==> src/rtl/spi_reg_bridge_pkg.sv <==
// spi_reg_bridge_pkg: bridge FSM state encoding, read-command bit position and read-timeout substitute byte
package spi_reg_bridge_pkg;
  typedef enum logic [2:0] {ST_IDLE, ST_CMD, ST_WRITE, ST_RD_WAIT, ST_RD_HOLD} state_e;
  localparam int CMD_RD_BIT = 7;
  localparam logic [7:0] TIMEOUT_BYTE = 8'hFF;
endpackage

==> src/rtl/spi_reg_bridge_if.sv <==
// spi_reg_bridge_if: SPI_slave byte handshake (byte_received/received_data/data_needed/data_to_send) plus register bus (addr/wdata/wr/rd/rdata/rvalid); master=bridge, slave=SPI_slave+register block
interface spi_reg_bridge_if #(parameter int ADDR_W = 7) ();
  logic              byte_received;
  logic [7:0]        received_data;
  logic              data_needed;
  logic [7:0]        data_to_send;
  logic [ADDR_W-1:0] bus_addr;
  logic [7:0]        bus_wdata;
  logic              bus_wr;
  logic              bus_rd;
  logic [7:0]        bus_rdata;
  logic              bus_rvalid;
  modport master (
    input  byte_received, received_data, data_needed, bus_rdata, bus_rvalid,
    output data_to_send, bus_addr, bus_wdata, bus_wr, bus_rd
  );
  modport slave (
    output byte_received, received_data, data_needed, bus_rdata, bus_rvalid,
    input  data_to_send, bus_addr, bus_wdata, bus_wr, bus_rd
  );
endinterface

==> src/rtl/sync_2ff.sv <==
// sync_2ff: two-flop synchroniser (clk, async active-low rst_n, d_i -> q_o), both flops reset to RST_VAL
module sync_2ff #(
  parameter logic RST_VAL = 1'b0
) (
  input  logic clk,
  input  logic rst_n,
  input  logic d_i,
  output logic q_o
);
  logic [1:0] sync_q;
  always_ff @(posedge clk or negedge rst_n)
    if (!rst_n) sync_q <= {2{RST_VAL}};
    else        sync_q <= {sync_q[0], d_i};
  assign q_o = sync_q[1];
endmodule

==> src/rtl/spi_reg_bridge.sv <==
// spi_reg_bridge: SPI frame decoder (clk, rst_n, ssel_i, bus master modport, frame_active_o, rd_timeout_err_o) turning command+data bytes into auto-incrementing register reads/writes
module spi_reg_bridge
  import spi_reg_bridge_pkg::*;
#(
  parameter int         ADDR_W     = 7,
  parameter int         RD_TIMEOUT = 15,
  parameter logic [7:0] IDLE_BYTE  = 8'hA5
) (
  input  logic              clk,
  input  logic              rst_n,
  input  logic              ssel_i,
  spi_reg_bridge_if.master  bus,
  output logic              frame_active_o,
  output logic              rd_timeout_err_o
);
  localparam int TW = $clog2(RD_TIMEOUT + 1);
  state_e            state_q;
  logic              ssel_s;
  logic              ssel_prev_q;
  logic [ADDR_W-1:0] addr_q;
  logic [ADDR_W-1:0] bus_addr_q;
  logic [7:0]        dts_q;
  logic [7:0]        wdata_q;
  logic              wr_q;
  logic              rd_q;
  logic              active_q;
  logic              err_q;
  logic [TW-1:0]     timer_q;
  logic              unused_ok;
  sync_2ff #(.RST_VAL(1'b1)) u_sync (.clk, .rst_n, .d_i(ssel_i), .q_o(ssel_s));
  always_ff @(posedge clk or negedge rst_n) begin
    if (!rst_n) begin
      state_q     <= ST_IDLE;
      ssel_prev_q <= 1'b1;
      addr_q      <= '0;
      bus_addr_q  <= '0;
      dts_q       <= IDLE_BYTE;
      wdata_q     <= '0;
      wr_q        <= 1'b0;
      rd_q        <= 1'b0;
      active_q    <= 1'b0;
      err_q       <= 1'b0;
      timer_q     <= '0;
    end else begin
      ssel_prev_q <= ssel_s;
      wr_q        <= 1'b0;
      rd_q        <= 1'b0;
      if (ssel_s) begin
        state_q  <= ST_IDLE;
        dts_q    <= IDLE_BYTE;
        active_q <= 1'b0;
      end else if (ssel_prev_q) begin
        state_q  <= ST_CMD;
        dts_q    <= IDLE_BYTE;
        active_q <= 1'b1;
        err_q    <= 1'b0;
      end else begin
        case (state_q)
          ST_CMD:
            if (bus.byte_received) begin
              addr_q <= bus.received_data[ADDR_W-1:0];
              if (bus.received_data[CMD_RD_BIT]) begin
                rd_q       <= 1'b1;
                bus_addr_q <= bus.received_data[ADDR_W-1:0];
                timer_q    <= '0;
                state_q    <= ST_RD_WAIT;
              end else begin
                state_q <= ST_WRITE;
              end
            end
          ST_WRITE:
            if (bus.byte_received) begin
              wr_q       <= 1'b1;
              bus_addr_q <= addr_q;
              wdata_q    <= bus.received_data;
              addr_q     <= addr_q + 1'b1;
            end
          ST_RD_WAIT:
            if (bus.bus_rvalid) begin
              dts_q   <= bus.bus_rdata;
              addr_q  <= addr_q + 1'b1;
              state_q <= ST_RD_HOLD;
            end else if (timer_q == TW'(RD_TIMEOUT - 1)) begin
              dts_q   <= TIMEOUT_BYTE;
              err_q   <= 1'b1;
              addr_q  <= addr_q + 1'b1;
              state_q <= ST_RD_HOLD;
            end else begin
              timer_q <= timer_q + 1'b1;
            end
          ST_RD_HOLD:
            if (bus.byte_received) begin
              rd_q       <= 1'b1;
              bus_addr_q <= addr_q;
              timer_q    <= '0;
              state_q    <= ST_RD_WAIT;
            end
          default: ;
        endcase
      end
    end
  end
  assign bus.data_to_send = dts_q;
  assign bus.bus_addr     = bus_addr_q;
  assign bus.bus_wdata    = wdata_q;
  assign bus.bus_wr       = wr_q;
  assign bus.bus_rd       = rd_q;
  assign frame_active_o   = active_q;
  assign rd_timeout_err_o = err_q;
  assign unused_ok        = bus.data_needed;
endmodule

==> src/flat_wrapper.sv <==
// flat-port wrapper written by rule: the top's interface ports become plain ports
module spi_reg_bridge_flat import spi_reg_bridge_pkg::*;
#(
  parameter int         ADDR_W     = 7,
  parameter int         RD_TIMEOUT = 15,
  parameter logic [7:0] IDLE_BYTE  = 8'hA5
)
  (clk, rst_n, ssel_i, frame_active_o, rd_timeout_err_o, bus_byte_received, bus_received_data, bus_data_needed, bus_bus_rdata, bus_bus_rvalid, bus_data_to_send, bus_bus_addr, bus_bus_wdata, bus_bus_wr, bus_bus_rd);
  spi_reg_bridge_if #(.ADDR_W(ADDR_W)) bus_i ();
  input  logic clk;
  input  logic rst_n;
  input  logic ssel_i;
  output logic frame_active_o;
  output logic rd_timeout_err_o;
  input wire logic [$bits(bus_i.byte_received)-1:0] bus_byte_received;
  input wire logic [$bits(bus_i.received_data)-1:0] bus_received_data;
  input wire logic [$bits(bus_i.data_needed)-1:0] bus_data_needed;
  input wire logic [$bits(bus_i.bus_rdata)-1:0] bus_bus_rdata;
  input wire logic [$bits(bus_i.bus_rvalid)-1:0] bus_bus_rvalid;
  output wire logic [$bits(bus_i.data_to_send)-1:0] bus_data_to_send;
  output wire logic [$bits(bus_i.bus_addr)-1:0] bus_bus_addr;
  output wire logic [$bits(bus_i.bus_wdata)-1:0] bus_bus_wdata;
  output wire logic [$bits(bus_i.bus_wr)-1:0] bus_bus_wr;
  output wire logic [$bits(bus_i.bus_rd)-1:0] bus_bus_rd;
  assign bus_i.byte_received = bus_byte_received;
  assign bus_i.received_data = bus_received_data;
  assign bus_i.data_needed = bus_data_needed;
  assign bus_i.bus_rdata = bus_bus_rdata;
  assign bus_i.bus_rvalid = bus_bus_rvalid;
  assign bus_data_to_send = bus_i.data_to_send;
  assign bus_bus_addr = bus_i.bus_addr;
  assign bus_bus_wdata = bus_i.bus_wdata;
  assign bus_bus_wr = bus_i.bus_wr;
  assign bus_bus_rd = bus_i.bus_rd;
  spi_reg_bridge #(.ADDR_W(ADDR_W), .RD_TIMEOUT(RD_TIMEOUT), .IDLE_BYTE(IDLE_BYTE)) u_core (.clk(clk), .rst_n(rst_n), .ssel_i(ssel_i), .bus(bus_i), .frame_active_o(frame_active_o), .rd_timeout_err_o(rd_timeout_err_o));
endmodule
==> config.mk <==
export PLATFORM = sky130hd
export DESIGN_NAME = spi_reg_bridge_flat
export DESIGN_NICKNAME = d
export VERILOG_FILES = /design/src/rtl/spi_reg_bridge_pkg.sv /design/src/rtl/spi_reg_bridge_if.sv /design/src/rtl/sync_2ff.sv /design/src/rtl/spi_reg_bridge.sv /design/src/flat_wrapper.sv
export SDC_FILE = /design/constraint.sdc
export NUM_CORES = 1
export LEC_CHECK = 0
export BUFFER_PORTS_ARGS = -buffer_cell sky130_fd_sc_hd__buf_2
export CORE_ASPECT_RATIO = 1.5
export CORE_MARGIN = 4
export CORE_UTILIZATION = 35
export CTS_CLUSTER_SIZE = 24
export DETAILED_ROUTE_END_ITERATION = 16
export PLACE_DENSITY = 0.54
export SETUP_SLACK_MARGIN = 0.3
export SYNTH_ARGS = -nofsm -noshare
export SYNTH_HDL_FRONTEND = slang
export SYNTH_SLANG_ARGS = --single-unit
==> constraint.sdc <==
create_clock -name clk -period 2.2 [get_ports clk]
set_input_delay 0.22 -clock clk [delete_from_list [all_inputs] [get_ports clk]]
set_output_delay 0.22 -clock clk [all_outputs]
set_load 0.01 [all_outputs]
==> results.cfg, run 1 <==
[run_status]
status = complete, no violations

[placed_design]
place_inst = 347
io_buffer_count = 47
dp_hpwl_um = 3820
gp_congestion = 0.799

[global_routing]
use_met1_pct = 15.8
grt_pass1_vias = 1778
overflow = 0
met3_usage_pct = 2.65
grt_max_degree = 30
use_met2_pct = 23.6
antenna_found_initial = 0
busiest_layer = met2
track_usage_pct = 13.6
grt_pass1_wl_um = 8350

[critical_path]
end_kind = flop
cp.required_ns = 2.38
start_kind = flop
arrival_ns = 1.98
crit_path_max_fanout = 4
max_stage_delay_ns = 0.38
worstSetupPathType = reg -> reg
worstPathCellList = inv_1 -> ha_1 -> and3_4 -> a221oi_4 -> nand3_2 -> a221o_1
cp.buffers_inverters = 1
cp_top_family = compound AO/OA/AOI/OAI gates
critical-path-slowest-cell = dfrtp_1

[synthesis]
syn_inst = 227
yosysWarningCount = 0
async_reset_ff_share_pct = 100
yosys-top-cells-area = dfrtp_1 (41%), dfstp_2 (8.1%), mux2_2 (5.5%)
synth_top_cell_by_area = dfrtp_1
syn_area_per_cell_um2 = 9.94
yosys_most_used_dff = dfrtp_1
synth-seq-area-share_pct = 49.2
yosys-top-cells-count = dfrtp_1 (37), nand2_1 (23), o21ai_0 (22)
synthDistinctLibCells = 49
synth_edf_count = 0
synth_area_mm2 = 0.00226
ys_seq_elements = 44
synth_top_area_share_pct = 41.0
synthMostInstantiatedCell = dfrtp_1
syn_nets = 252

[sta]
slew-limit-headroom_pct = 57.3
finalCritPeriodShare_pct = 82.0
rsz0062_at_grt = no
fmax_ghz = 0.554
hold_viol = 0
period_needed_ns = 1.80
setup_viol = 0
skew_ns = 0.00371
worst_slew_pin_slew_ns = 0.640
fin_setup_tns_ns = 0
hold_slack_ns = 0.0193
maxSlewViolCount = 0

[die]
io_pins = 49
start_util_pct = 36.3
rows = 35
core_mm2 = 0.00622
die_area_mm2 = 0.00782
die_x_um = 73.6
fp.dieH_um = 106

[drt]
vias = 1777
antenna_left = 0
drt_iter0_markers = 69
routed_via_density = 4.95
drt-total-wl_um = 5010
wl_per_cell_um = 13.9
remaining_drc_errors = 0
drtPass1Iterations = 4

[pwr]
sequentialPowerShare_pct = 53.2
powerDensity_mw_per_mm2 = 656
power_mw = 1.82
p_sw_mw = 0.513
p_comb_share_pct = 18.2
internal-power_mw = 1.31
swShare_pct = 28.1
vdd_ir_drop_max_v = 0.000254
p_clk_share_pct = 28.6
p_leak_nw = 1.30

[layout]
seqCellArea_mm2 = 0.00111
nFillCells = 629
num_antenna_cells = 0
multi_input_area_mm2 = 0.00109
drive_above_1_share_pct = 34.4
fin_nets = 309
layout.cells.non_filler = 359
syn_to_final_growth_pct = 23.3

[hold_path]
hold_class = in -> reg

[clocking]
h-tree-depth = 2
path_clk_slew_ns = 0.08
clk_path_buf_depth = 2
cts_buffers = 5
root_buffer = clkbuf_8
clk_latency_ns = 0.29
cts_sinks = 44
cts_tree = done

[job]
timing.max_cap.violations = 0
-- cell families (layout without fill, tap and decap cells) --
group                    count (synthesis)  count (layout)  share of synthesized area, %
AND/OR/NAND/NOR                         79              79                          18.6
AO/OA/AOI/OAI                           60              60                          17.4
flip-flops                              44              44                          49.2
buffers and inverters                   21              79                          3.71
multiplexers                            20              20                          9.48
adder cells (fa/ha/maj)                  3               3                          1.66
-- final timing paths --
check | start | end | slack, ns | depth (start not counted)
worst min register to register | u_core.u_sync.sync_q[0] | u_core.u_sync.sync_q[1] | 0.36 | 0
min in group asynchronous | rst_n | u_core.bus.bus_wdata[5] | 0.49 | 2
max in group asynchronous | rst_n | u_core.u_sync.sync_q[0] | 1.07 | 3
worst min-delay path | ssel_i | u_core.u_sync.sync_q[0] | 0.02 | 1
worst max register to register | u_core.timer_q[0] | u_core.timer_q[3] | 0.40 | 6
worst max-delay path | u_core.timer_q[0] | u_core.timer_q[3] | 0.40 | 6
-- layer usage --
layer  routed length, um  share of wire (%)
met2                2680                 53
met3                 163                3.3
met1                2050                 41
met5                   0                  0
met4                 117                2.3
-- stage by stage --
| stage | utilization, % | worst slack [ns] | instance area (um^2) |
|---|---|---|---|
| global route | 44.7 | 0.319 | 2780 |
| detailed placement | 42.0 | 0.282 | 2610 |
| CTS | 43.8 | 0.314 | 2730 |
| floorplan | - | 0.437 | 2260 |
| global placement | 42.0 | 0.310 | 2610 |
| finish | 44.7 | 0.396 | 2780 |
-- power groups by stage --
stage	sequential, mW	combinational, mW	clock [mW]
6_report	0.971	0.331	0.522
5_1_grt	0.986	0.377	0.572
4_1_cts	0.973	0.333	0.548
3_5_place_dp	0.989	0.329	0
3_3_place_gp	0.984	0.328	0
2_1_floorplan	1.00	0.169	0
-- cell type report --
type                       count  area share, %
clock buffer                   7           3.10
clock inverter                 1          0.270
inverter                      10           1.35
multi-input combinational    162           39.3
sequential                    44           39.9
tap                           74           3.33
timing repair buffer          61           12.8
-- repair_timing --
item | in CTS | in global routing
gates cloned | 0 | 0
endpoints found under the hold margin | 22 | 0
hold buffers | 1 | 0
endpoints found under the setup margin | 4 | 20
resized for setup | 0 | 5
buffers inserted | 1 | 2
pin swaps | 2 | 4
-- flip-flops by register name, summed over array words and instances, names as in the netlist, 2 cells and up --
register	count
u_core.bus.bus_wdata	8
u_core.bus.data_to_send	8
u_core.addr_q	7
u_core.bus.bus_addr	7
u_core.timer_q	4
u_core.state_q	3
u_core.u_sync.sync_q	2
-- cells in the final DEF (no fill, tap or decap), types with 3 or more instances in the layout --
cell,Yosys,layout
buf_2,4,47
dfrtp_1,37,36
nand2_1,23,23
o21ai_0,22,22
a21oi_1,13,13
buf_4,0,12
mux2_2,11,11
inv_1,10,10
nor3_1,10,10
nor2_1,10,10
mux2i_1,9,9
nand3_1,8,8
dfstp_2,7,7
clkbuf_8,0,6
nor2b_1,4,4
nand2b_1,3,3
a22o_1,3,3
ha_1,3,3
Power figures use the tool's default switching activity.
==> run 2, diff against run 1 <==
PLACE_DENSITY = 0.57   (was 0.54)
clock period = 1.6 ns   (was 2.2 ns; I/O delays follow)
==> run 2 against run 1 <==
Net effect: largest power group unchanged; power grew 52%; worst hold slack improved by 0.10 ns; first-iteration DRC count down 19%; sequential share of layout area decreased by 8.5 points; combinational power up 110%; via count increased by 18%; critical path type unchanged; the run now ends with negative setup slack left; global-route usage increased by 2.8 points; clock power is 42% higher; sequential cell count stayed put.
==> results.cfg, run 2 (same netlist as run 1, synthesis figures left out) <==
[clocking]
cts_tree = done
cts_buffers = 5
clk_path_buf_depth = 2
root_buffer = clkbuf_8
cts_sinks = 44
h-tree-depth = 2
path_clk_slew_ns = 0.08
clk_latency_ns = 0.30

[global_routing]
antenna_found_initial = 0
track_usage_pct = 16.3
grt_max_degree = 25
grt_pass1_vias = 2148
grt_pass1_wl_um = 9940
overflow = 0

[critical_path]
cp_top_family = compound AO/OA/AOI/OAI gates
start_kind = flop
worstPathCellList = inv_1 -> ha_2 -> nand4_1 -> a21bo_4 -> a21oi_4 -> mux2_4
cp.buffers_inverters = 1
end_kind = flop
crit_path_max_fanout = 4
worstSetupPathType = reg -> reg
max_stage_delay_ns = 0.39
arrival_ns = 1.91
critical-path-slowest-cell = dfrtp_1
cp.required_ns = 1.79

[layout]
nFillCells = 543
drive_above_1_share_pct = 56.0
layout.cells.non_filler = 401
syn_to_final_growth_pct = 57.0
num_antenna_cells = 0
final_cell_mix = buf_2 (47), dfrtp_1 (34), buf_4 (28), buf_6 (19), nand2_1 (13)
final_util_pct = 57.0
fin_nets = 351
final_common_cell = buf_2
stdcell_area_mm2 = 0.00354

[sta]
worst_slew_pin_slew_ns = 0.507
skew_ns = 0.00505
fmax_ghz = 0.580
setup_viol = 15
hold_slack_ns = 0.121
hold_viol = 0
period_needed_ns = 1.72
finalCritPeriodShare_pct = 108
setup_slack_ns = -0.124
maxSlewViolCount = 0
rsz0062_at_grt = yes
slew-limit-headroom_pct = 66.2

[placed_design]
postPlaceCellArea_mm2 = 0.00295
dp_hpwl_um = 4330
gp_congestion = 0.864
place_inst = 369
io_buffer_count = 47

[pwr]
swShare_pct = 29.6
vdd_ir_drop_max_v = 0.000491
power_mw = 2.77
p_sw_mw = 0.821
p_comb_share_pct = 25.1
powerDensity_mw_per_mm2 = 782
internal-power_mw = 1.95
sequentialPowerShare_pct = 48.2
p_leak_nw = 1.62
p_clk_share_pct = 26.7

[drt]
vias = 2092
antenna_left = 0
wl_per_cell_um = 15.6
remaining_drc_errors = 0
routed_via_density = 5.22
drtPass1Iterations = 4
drt-total-wl_um = 6260
drt_iter0_markers = 56

[die]
die_area_mm2 = 0.00782
die_x_um = 73.6
core_mm2 = 0.00622
start_util_pct = 36.3
fp.dieH_um = 106
io_pins = 49
rows = 35

[run_status]
violations = negative setup slack
status = finished, violations left

[hold_path]
hold_class = in -> reg

[job]
timing.max_cap.violations = 0
run 2: cell types whose count changed in the layout (fill, tap and decap cells not counted), sizes merged:
cell / change
buf: +41
dlygate4sd3: +1
run 2: per-layer routing:
layer  routed length, um  vias to the layer above  GRT usage, %
li1                    -                     1010             -
met1                2390                     1013          17.7
met2                3390                       53          28.7
met3                 248                       16          2.46
met4                 225                        0          9.97
met5                   0                        -             0
run 2: worst reg2reg max path: cells and delay by family, from the launching register on:
| kind | cells | cell delay [ns] |
|---|---|---|
| adders and majority gates | 1 | 0.20 |
| buffers and inverters | 1 | 0.06 |
| DFF | 1 | 0.39 |
| AOI/OAI and AO/OA | 2 | 0.48 |
| muxes | 1 | 0.32 |
| and+or+nand+nor | 1 | 0.17 |
run 2: power groups by stage:
stage	logic, mW	clock network (mW)	registers, mW
2_1_floorplan	0.278	0	1.38
3_3_place_gp	0.564	0	1.34
3_5_place_dp	0.568	0	1.35
4_1_cts	0.624	0.767	1.33
5_1_grt	0.768	0.807	1.36
6_report	0.697	0.740	1.34
run 2: area by class of cell:
cell class	count	area (um^2)	share of cell area, %
Multi-Input combinational cell	162	1390	39.1
Sequential cell	44	1110	31.4
Timing Repair Buffer	103	822	23.2
Tap cell	74	92.6	2.61
Clock buffer	7	86.3	2.44
Inverter	10	37.5	1.06
Clock inverter	1	7.51	0.212
run 2: final timing paths:
kind / start / endpoint / slack [ns] / cells after the start
worst min-delay path: bus_received_data[4] / u_core.bus.bus_wdata[4] / 0.12 / 2
min in group asynchronous: rst_n / u_core.bus.bus_wdata[0] / 0.36 / 2
worst min register to register: u_core.u_sync.sync_q[0] / u_core.u_sync.sync_q[1] / 0.36 / 0
max in group asynchronous: rst_n / u_core.state_q[1] / 0.72 / 3
worst max-delay path: u_core.timer_q[0] / u_core.addr_q[1] / -0.12 / 6
worst max register to register: u_core.timer_q[0] / u_core.addr_q[1] / -0.12 / 6
run 2: per-stage QoR:
stage               TNS, ns  setup slack, ns
finish               -0.790           -0.124
detailed placement   -0.626          -0.0903
CTS                  -0.351          -0.0758
global route          -2.31           -0.196
floorplan            -0.347          -0.0402
global placement     -0.368          -0.0703
run 2: repair_timing:
item | in CTS | in global routing
endpoints found under the setup margin | 36 | 37
hold buffers | 2 | 0
setup buffers | 10 | 10
endpoints found under the hold margin | 14 | 0
pin swaps | 13 | 12
cloned | 2 | 0
gates resized for setup | 36 | 46
